**config.mk**
```make
export PLATFORM = sky130hd
export DESIGN_NAME = i2c_slave_rx
export DESIGN_NICKNAME = d
export VERILOG_FILES = /design/src/rtl/i2c_slave_rx.sv
export SDC_FILE = /design/constraint.sdc
export NUM_CORES = 1
export LEC_CHECK = 0
export ABC_CLOCK_PERIOD_IN_PS = 1430
export CAP_MARGIN = 10
export CORE_UTILIZATION = 42
export CTS_CLUSTER_DIAMETER = 100
export DETAILED_ROUTE_END_ITERATION = 16
export PLACE_DENSITY = 0.65
export SLEW_MARGIN = 30
export SYNTH_ARGS = -nofsm -noshare
export SYNTH_HDL_FRONTEND = slang
export SYNTH_SLANG_ARGS = --single-unit
export TNS_END_PERCENT = 10
```
**constraint.sdc**
```tcl
create_clock -name clk -period 1.43 [get_ports clk]
set_clock_uncertainty 0.2 [all_clocks]
set_input_delay 0.286 -clock clk [delete_from_list [all_inputs] [get_ports clk]]
set_output_delay 0.286 -clock clk [all_outputs]
set_load 0.01 [all_outputs]
```
**src/rtl/i2c_slave_rx.sv**
```systemverilog
// ---------------------------------------------------------------------------
// i2c_slave_rx
//   Write-only I2C slave receiver. Oversamples SCL/SDA with clk, detects
//   START/STOP, ACKs its own 7-bit address with the write bit, then shifts in
//   and ACKs data bytes. Each complete byte is presented on rx_data with a
//   one-cycle rx_valid strobe.
//
// Parameters
//   SLAVE_ADDR  : 7-bit address acknowledged by this slave
//   SYNC_STAGES : synchronizer depth on scl/sda_in (2..3)
//
// Ports
//   clk        : system clock (single domain)
//   rst        : synchronous active-high reset
//   scl        : bus clock line (input only)
//   sda_in     : bus data line
//   sda_oe     : 1 = pull SDA low (ACK), 0 = release
//   rx_data    : last received data byte
//   rx_valid   : one-cycle pulse when rx_data updates
//   addr_match : high from address ACK until next STOP/START
//   busy       : high whenever the FSM is not idle
// ---------------------------------------------------------------------------
module i2c_slave_rx #(
    parameter logic [6:0] SLAVE_ADDR  = 7'h50,
    parameter int         SYNC_STAGES = 2
) (
    input  logic       clk,
    input  logic       rst,
    input  logic       scl,
    input  logic       sda_in,
    output logic       sda_oe,
    output logic [7:0] rx_data,
    output logic       rx_valid,
    output logic       addr_match,
    output logic       busy
);

    typedef enum logic [2:0] {
        IDLE,
        ADDR,
        ADDR_ACK,
        DATA,
        DATA_ACK,
        WAIT_STOP
    } state_t;

    // -----------------------------------------------------------------------
    // Front end: synchronizers (idle-high reset) plus one history flop
    // -----------------------------------------------------------------------
    logic [SYNC_STAGES-1:0] scl_sync;
    logic [SYNC_STAGES-1:0] sda_sync;
    logic                   scl_prev;
    logic                   sda_prev;

    always_ff @(posedge clk) begin
        if (rst) begin
            scl_sync <= '1;
            sda_sync <= '1;
            scl_prev <= 1'b1;
            sda_prev <= 1'b1;
        end else begin
            scl_sync <= {scl_sync[SYNC_STAGES-2:0], scl};
            sda_sync <= {sda_sync[SYNC_STAGES-2:0], sda_in};
            scl_prev <= scl_sync[SYNC_STAGES-1];
            sda_prev <= sda_sync[SYNC_STAGES-1];
        end
    end

    logic scl_cur;
    logic sda_cur;
    logic scl_rise;
    logic scl_fall;
    logic start_evt;
    logic stop_evt;

    assign scl_cur  = scl_sync[SYNC_STAGES-1];
    assign sda_cur  = sda_sync[SYNC_STAGES-1];
    assign scl_rise =  scl_cur & ~scl_prev;
    assign scl_fall = ~scl_cur &  scl_prev;
    // SCL must be high on both samples so an SDA edge that coincides with an
    // SCL edge is treated as a data transition, not a bus condition.
    assign start_evt = scl_cur & scl_prev &  sda_prev & ~sda_cur;
    assign stop_evt  = scl_cur & scl_prev & ~sda_prev &  sda_cur;

    // -----------------------------------------------------------------------
    // Receive FSM
    // -----------------------------------------------------------------------
    state_t     state;
    logic [2:0] bit_cnt;
    logic [7:0] shift;
    // The 3-bit counter wraps to 0 on the 8th bit, so this flag remembers
    // that a full byte is in the shifter until the SCL fall that opens the
    // ACK slot.
    logic       byte_full;

    always_ff @(posedge clk) begin
        if (rst) begin
            state      <= IDLE;
            bit_cnt    <= 3'd0;
            shift      <= 8'h00;
            byte_full  <= 1'b0;
            sda_oe     <= 1'b0;
            rx_data    <= 8'h00;
            rx_valid   <= 1'b0;
            addr_match <= 1'b0;
        end else begin
            rx_valid <= 1'b0;
            if (start_evt) begin
                state      <= ADDR;
                bit_cnt    <= 3'd0;
                byte_full  <= 1'b0;
                sda_oe     <= 1'b0;
                addr_match <= 1'b0;
            end else if (stop_evt) begin
                state      <= IDLE;
                bit_cnt    <= 3'd0;
                byte_full  <= 1'b0;
                sda_oe     <= 1'b0;
                addr_match <= 1'b0;
            end else begin
                case (state)
                    ADDR: begin
                        if (scl_rise) begin
                            shift   <= {shift[6:0], sda_cur};
                            bit_cnt <= bit_cnt + 3'd1;
                            if (bit_cnt == 3'd7)
                                byte_full <= 1'b1;
                        end else if (scl_fall && byte_full) begin
                            byte_full <= 1'b0;
                            // Mismatched address or read request: stay off
                            // the bus (NACK) until the next bus condition.
                            if (shift[7:1] == SLAVE_ADDR && !shift[0]) begin
                                sda_oe     <= 1'b1;
                                addr_match <= 1'b1;
                                state      <= ADDR_ACK;
                            end else begin
                                state <= WAIT_STOP;
                            end
                        end
                    end
                    ADDR_ACK, DATA_ACK: begin
                        if (scl_fall) begin
                            sda_oe  <= 1'b0;
                            bit_cnt <= 3'd0;
                            state   <= DATA;
                        end
                    end
                    DATA: begin
                        if (scl_rise) begin
                            shift   <= {shift[6:0], sda_cur};
                            bit_cnt <= bit_cnt + 3'd1;
                            if (bit_cnt == 3'd7) begin
                                byte_full <= 1'b1;
                                rx_data   <= {shift[6:0], sda_cur};
                                rx_valid  <= 1'b1;
                            end
                        end else if (scl_fall && byte_full) begin
                            byte_full <= 1'b0;
                            sda_oe    <= 1'b1;
                            state     <= DATA_ACK;
                        end
                    end
                    default: ; // IDLE and WAIT_STOP leave only on start/stop
                endcase
            end
        end
    end

    assign busy = (state != IDLE);

endmodule
```
==> results of run 1 <==
==> power by group through the flow <==
| stage | Combinational (mW) | Sequential (mW) | Clock, mW |
|---|---|---|---|
| finish | 0.103 | 0.906 | 0.539 |
| global route | 0.113 | 0.907 | 0.593 |
| CTS | 0.0969 | 0.905 | 0.557 |
| detailed placement | 0.0931 | 0.925 | 0 |
| global placement | 0.0906 | 0.925 | 0 |
| floorplan | 0.0525 | 0.926 | 0 |
==> worst max-delay path, delay by kind of cell, from the launching register on <==
| family | cells | cell delay, ps |
|---|---|---|
| DFF | 1 | 320 |
| and+or+nand+nor | 1 | 360 |
| buffers and inverters | 1 | 140 |
==> state kept, by name, summed over array words and instances (netlist names) <==
| name | cells |
|---|---|
| sda_prev | 1 |
| shift | 8 |
| sda_oe | 1 |
| addr_match | 1 |
| scl_prev | 1 |
| rx_data | 8 |
| bit_cnt | 3 |
| sda_sync | 2 |
| byte_full | 1 |
| rx_valid | 1 |
| scl_sync | 2 |
| state | 3 |
==> stage by stage <==
stage	power [mW]	util [%]	hold WS [ps]
after floorplan	0.978	-	155
after global placement	1.02	56.3	193
after detailed placement	1.02	56.3	204
after CTS	1.56	58.6	226
after global routing	1.61	59.1	239
final	1.55	59.1	221
==> what timing repair did <==
item,in CTS,in global routing
pin swaps,6,5
hold buffers,0,0
setup endpoints to repair,36,37
gates resized for setup,30,28
==> cells by family after synthesis <==
logic type / synth area share [%]
muxes: 0.737
adders and majority gates: 1.84
xor gates and xnor gates: 1.29
DFF: 47.1
AOI/OAI and AO/OA: 15.8
and+or+nand+nor: 27.9
buffers and inverters: 5.25
==> per-layer routing <==
layer	GRT usage (%)	wire length (um)
met5	0	0
met4	11.2	65
met3	7.03	94
met2	33.1	1600
met1	20.4	1300
==> synthesized netlist by cell type (2+ instances only) <==
cell / count / area [um^2]
o21ai_0: 2 / 10.0
or2_2: 6 / 37.5
a21oi_1: 20 / 100
nand4bb_1: 2 / 22.5
dfxtp_1: 32 / 641
clkbuf_1: 2 / 7.51
a32oi_1: 2 / 17.5
buf_4: 2 / 15.0
nand2b_1: 2 / 12.5
buf_2: 6 / 30.0
and3_1: 2 / 12.5
nor4b_2: 2 / 30.0
a31oi_1: 2 / 12.5
o21ai_1: 2 / 10.0
nand2_1: 35 / 131
nor2b_1: 4 / 25.0
nand3b_1: 2 / 15.0
ha_1: 2 / 25.0
nor2_1: 9 / 33.8
==> layout make-up <==
| class | instances | area [um^2] | share of cell area, % |
|---|---|---|---|
| inverter | 2 | 7.51 | 0.416 |
| timing repair buffer | 43 | 325 | 18.0 |
| clock buffer | 8 | 58.8 | 3.26 |
| tap | 44 | 55.1 | 3.05 |
| multi-input combinational | 111 | 713 | 39.5 |
| sequential | 32 | 646 | 35.8 |
==> path summary, 6_finish.rpt <==
kind	startpoint	end	slack, ps
setup / recovery	state[2]$_SDFFE_PP0P_	busy	-200
hold / removal	scl_sync[0]$_SDFF_PP1_	scl_sync[1]$_SDFF_PP1_	220
setup reg to reg	state[2]$_SDFFE_PP0P_	rx_data[2]$_SDFFE_PP0P_	-90
hold reg to reg	scl_sync[0]$_SDFF_PP1_	scl_sync[1]$_SDFF_PP1_	220
==> results.tsv, run 1 <==
metric	value	unit
hold_viol_final	0	
wire_per_inst	12.7	um
grt_max_degree	14	
comb_power_share	6.6	%
syn_inst	156	
p_clk_share	34.8	%
die_h	58.9	um
setup_viol	14	
clockRootBuffer	clkbuf_4	
ys.flop_type	dfxtp_1	
violations	setup timing	
power.density	857	nW/um^2
wirelength	3050	um
status	complete, but fails checks	
dieArea	3470	um^2
setup_slack	-202	ps
async_flop_share	0	%
post-place-ws	-190	ps
p_leak	0.713	nW
antenna_found_initial	0	
max_slew.worst_pin.slew	258	ps
drtIter0Drc	30	
dp_cells	233	
cts_max_level	2	
grt_pass1_vias	1172	
design_area	1810	um^2
synthesis.nets	162	
layout_commonest_cell	nand2_1	
vias	1199	
netSwitchingFraction	22.7	%
num_rows	20	
worstSetupEndpointType	output port	
startpoint_type	flip-flop	
gp_congestion	0.795	
drtPass1Iterations	4	
ios	16	
fp.coreArea	3050	um^2
setup_tns	-977	ps
synth_seq_area_share	47.1	%
synth_area	1360	um^2
chipWidth	58.9	um
numPortBuffers	15	
clk_path_buf_depth	2	
numCtsBuffers	5	
seqPwrFrac	58.5	%
maxCapViolCount	0	
n_fill_cell	299	
reg2reg_depth	5	
critPathSlowestCell	or3_1	
cts_tree	yes	
syn_area_per_cell	8.71	um^2
cts.clk_slew.worst_paths	90	ps
ys_warn_count	0	
synth_cell_types	39	
layout-area-overhead-vs-synth	32.9	%
final_antenna_net_count	0	
overflow	0	
dpl_cell_area	1720	um^2
finalNetCount	201	
dp_hpwl	2130	um
path_max_fanout	2	
cts_setup_buffers	0	
critPathMaxStageDelay	360	ps
antenna_cells	0	
grt_pass1_wl	4820	um
post_drt_via_cell_ratio	5.00	
layout-drive-gt1-share	34.7	%
critical_path_class	reg -> out	
slew_headroom	82.8	%
stdcell_count	240	
hold_class	reg -> reg	
drc	0	
drv_slew	0	
post-route-period-util	114	%
crit_chain	or3_1 -> buf_2	
layout_min_cycle_time	1630	ps
gr-usage-all-layers	19.4	%
clkLatencyLatePin	330	ps
required	940	ps
synth_seq_cells	32	
ir_drop	0.000596	V
arrival	1150	ps
rsz0062_at_grt	yes	
start_util	44.5	%
cts_sinks	32	
p_int	1.20	mW
synth-edff-count	0	
switchingPower	0.352	mW
holdPathStages	1	
fmax	613	MHz
final_cell_mix	33 x nand2_1, 28 x dfxtp_1, 24 x buf_4	
No activity file was read; power rests on OpenSTA's default activity.
==> inputs of run 2 (changes only) <==
--- a/config.mk
+++ b/config.mk
@@ -7,6 +7,7 @@
 export LEC_CHECK = 0
 export ABC_CLOCK_PERIOD_IN_PS = 1430
 export CAP_MARGIN = 10
+export CORE_MARGIN = 8
 export CORE_UTILIZATION = 42
 export CTS_CLUSTER_DIAMETER = 100
 export DETAILED_ROUTE_END_ITERATION = 16
==> run 2 against run 1 <==
The flow still finishes with violations (setup timing). Critical endpoint unchanged. Clock power down 0.9%. Clock-buffer cell count unchanged. Core utilization down 0.16 points. Register-to-register slack about the same. Critical path type unchanged.
==> results.tsv, run 2 (synthesis results as in run 1) <==
metric	value	unit
wire_per_inst	12.7	um
cts.clk_slew.worst_paths	90	ps
finalNetCount	202	
numPortBuffers	15	
layout_min_cycle_time	1620	ps
clkLatencyLatePin	330	ps
total_power	1.54	mW
status	complete, but fails checks	
fmax	615	MHz
cts_max_level	2	
overflow	0	
hold_class	reg -> reg	
antenna_found_initial	0	
violations	setup timing	
drv_slew	0	
dp_hpwl	2210	um
drtPass1Iterations	4	
final_util	59.0	%
required	940	ps
cts_tree	yes	
fp.coreArea	3080	um^2
critPathSlowestCell	or3_1	
start_util	44.1	%
critical_path_class	reg -> out	
arrival	1140	ps
chipWidth	72.9	um
path_max_fanout	2	
setup_slack	-195	ps
clockRootBuffer	clkbuf_4	
dpl_cell_area	1720	um^2
maxCapViolCount	0	
grt_pass1_vias	1163	
slew_headroom	84.1	%
clk_path_buf_depth	2	
ios	16	
max_slew.worst_pin.slew	238	ps
grt_max_degree	12	
layout-drive-gt1-share	38.6	%
layout_commonest_cell	nand2_1	
grt_pass1_wl	5220	um
worstSetupEndpointType	output port	
drc	0	
final_antenna_net_count	0	
ir_drop	0.000473	V
p_leak	0.726	nW
stdcell_count	241	
num_rows	20	
gr-usage-all-layers	12.7	%
post_drt_via_cell_ratio	4.98	
top_regs	rx_data: 8 flops, shift: 8 flops	
antenna_cells	0	
layout-area-overhead-vs-synth	33.6	%
gp_congestion	0.806	
setup_tns	-1000	ps
dieArea	5310	um^2
final_cell_mix	33 x nand2_1, 29 x dfxtp_1, 27 x buf_4	
rsz0062_at_grt	yes	
setup_viol	12	
die_h	72.9	um
wirelength	3070	um
drtIter0Drc	48	
holdPathStages	1	
crit_chain	or3_1 -> buf_2	
cts-hold-fix-buffers	0	
vias	1200	
cts_setup_buffers	0	
cts_sinks	32	
post-route-period-util	114	%
dp_cells	233	
numCtsBuffers	5	
startpoint_type	flip-flop	
power.density	850	nW/um^2
reg2reg_depth	5	
design_area	1820	um^2
critPathMaxStageDelay	350	ps
hold_viol_final	0	
## run 2: routing by layer
metal | wire, um | share of wire, % | GRT usage [%]
met4 | 74 | 2.4 | 7.33
met3 | 128 | 4.2 | 4.40
met2 | 1570 | 51 | 22.4
met5 | 0 | 0 | 0
met1 | 1300 | 42 | 12.5
## run 2: worst paths after layout
path	from	to	slack (ps)
min	sda_sync[0]$_SDFF_PP1_	sda_sync[1]$_SDFF_PP1_	220
min reg2reg	sda_sync[0]$_SDFF_PP1_	sda_sync[1]$_SDFF_PP1_	220
max	state[1]$_SDFFE_PP0P_	busy	-190
max reg2reg	state[2]$_SDFFE_PP0P_	rx_data[7]$_SDFFE_PP0P_	-100
## run 2: final cells by class
cell class              count  area [um^2]
fillers                   280         1260
clock buffers               8         58.8
well taps                  44         55.1
repair buffers             44          327
multi-input cells         111          723
inverters                   2         7.51
flip-flops and latches     32          644
## run 2: critical path: cells and delay by family, from the launching register on
family | cells | cell delay [ps]
and+or+nand+nor | 1 | 350
DFF | 1 | 320
buffers and inverters | 1 | 140
## run 2: timing repair
| item | 4_1_cts | 5_1_grt |
|---|---|---|
| gates resized for setup | 38 | 24 |
| pin swaps | 8 | 2 |
| cloned | 0 | 0 |
| endpoints found under the setup margin | 32 | 37 |
## run 2: where the power goes
part	internal, mW	switching [mW]
sequential	0.900	0.00582
clock	0.242	0.291
combinational	0.0540	0.0500
## run 2: through the flow
| step | worst slack, ps | hold WS, ps |
|---|---|---|
| 2_1_floorplan | 19.7 | 155 |
| 3_3_place_gp | -190 | 192 |
| 3_5_place_dp | -196 | 195 |
| 4_1_cts | -214 | 217 |
| 5_1_grt | -227 | 252 |
| 6_report | -195 | 217 |
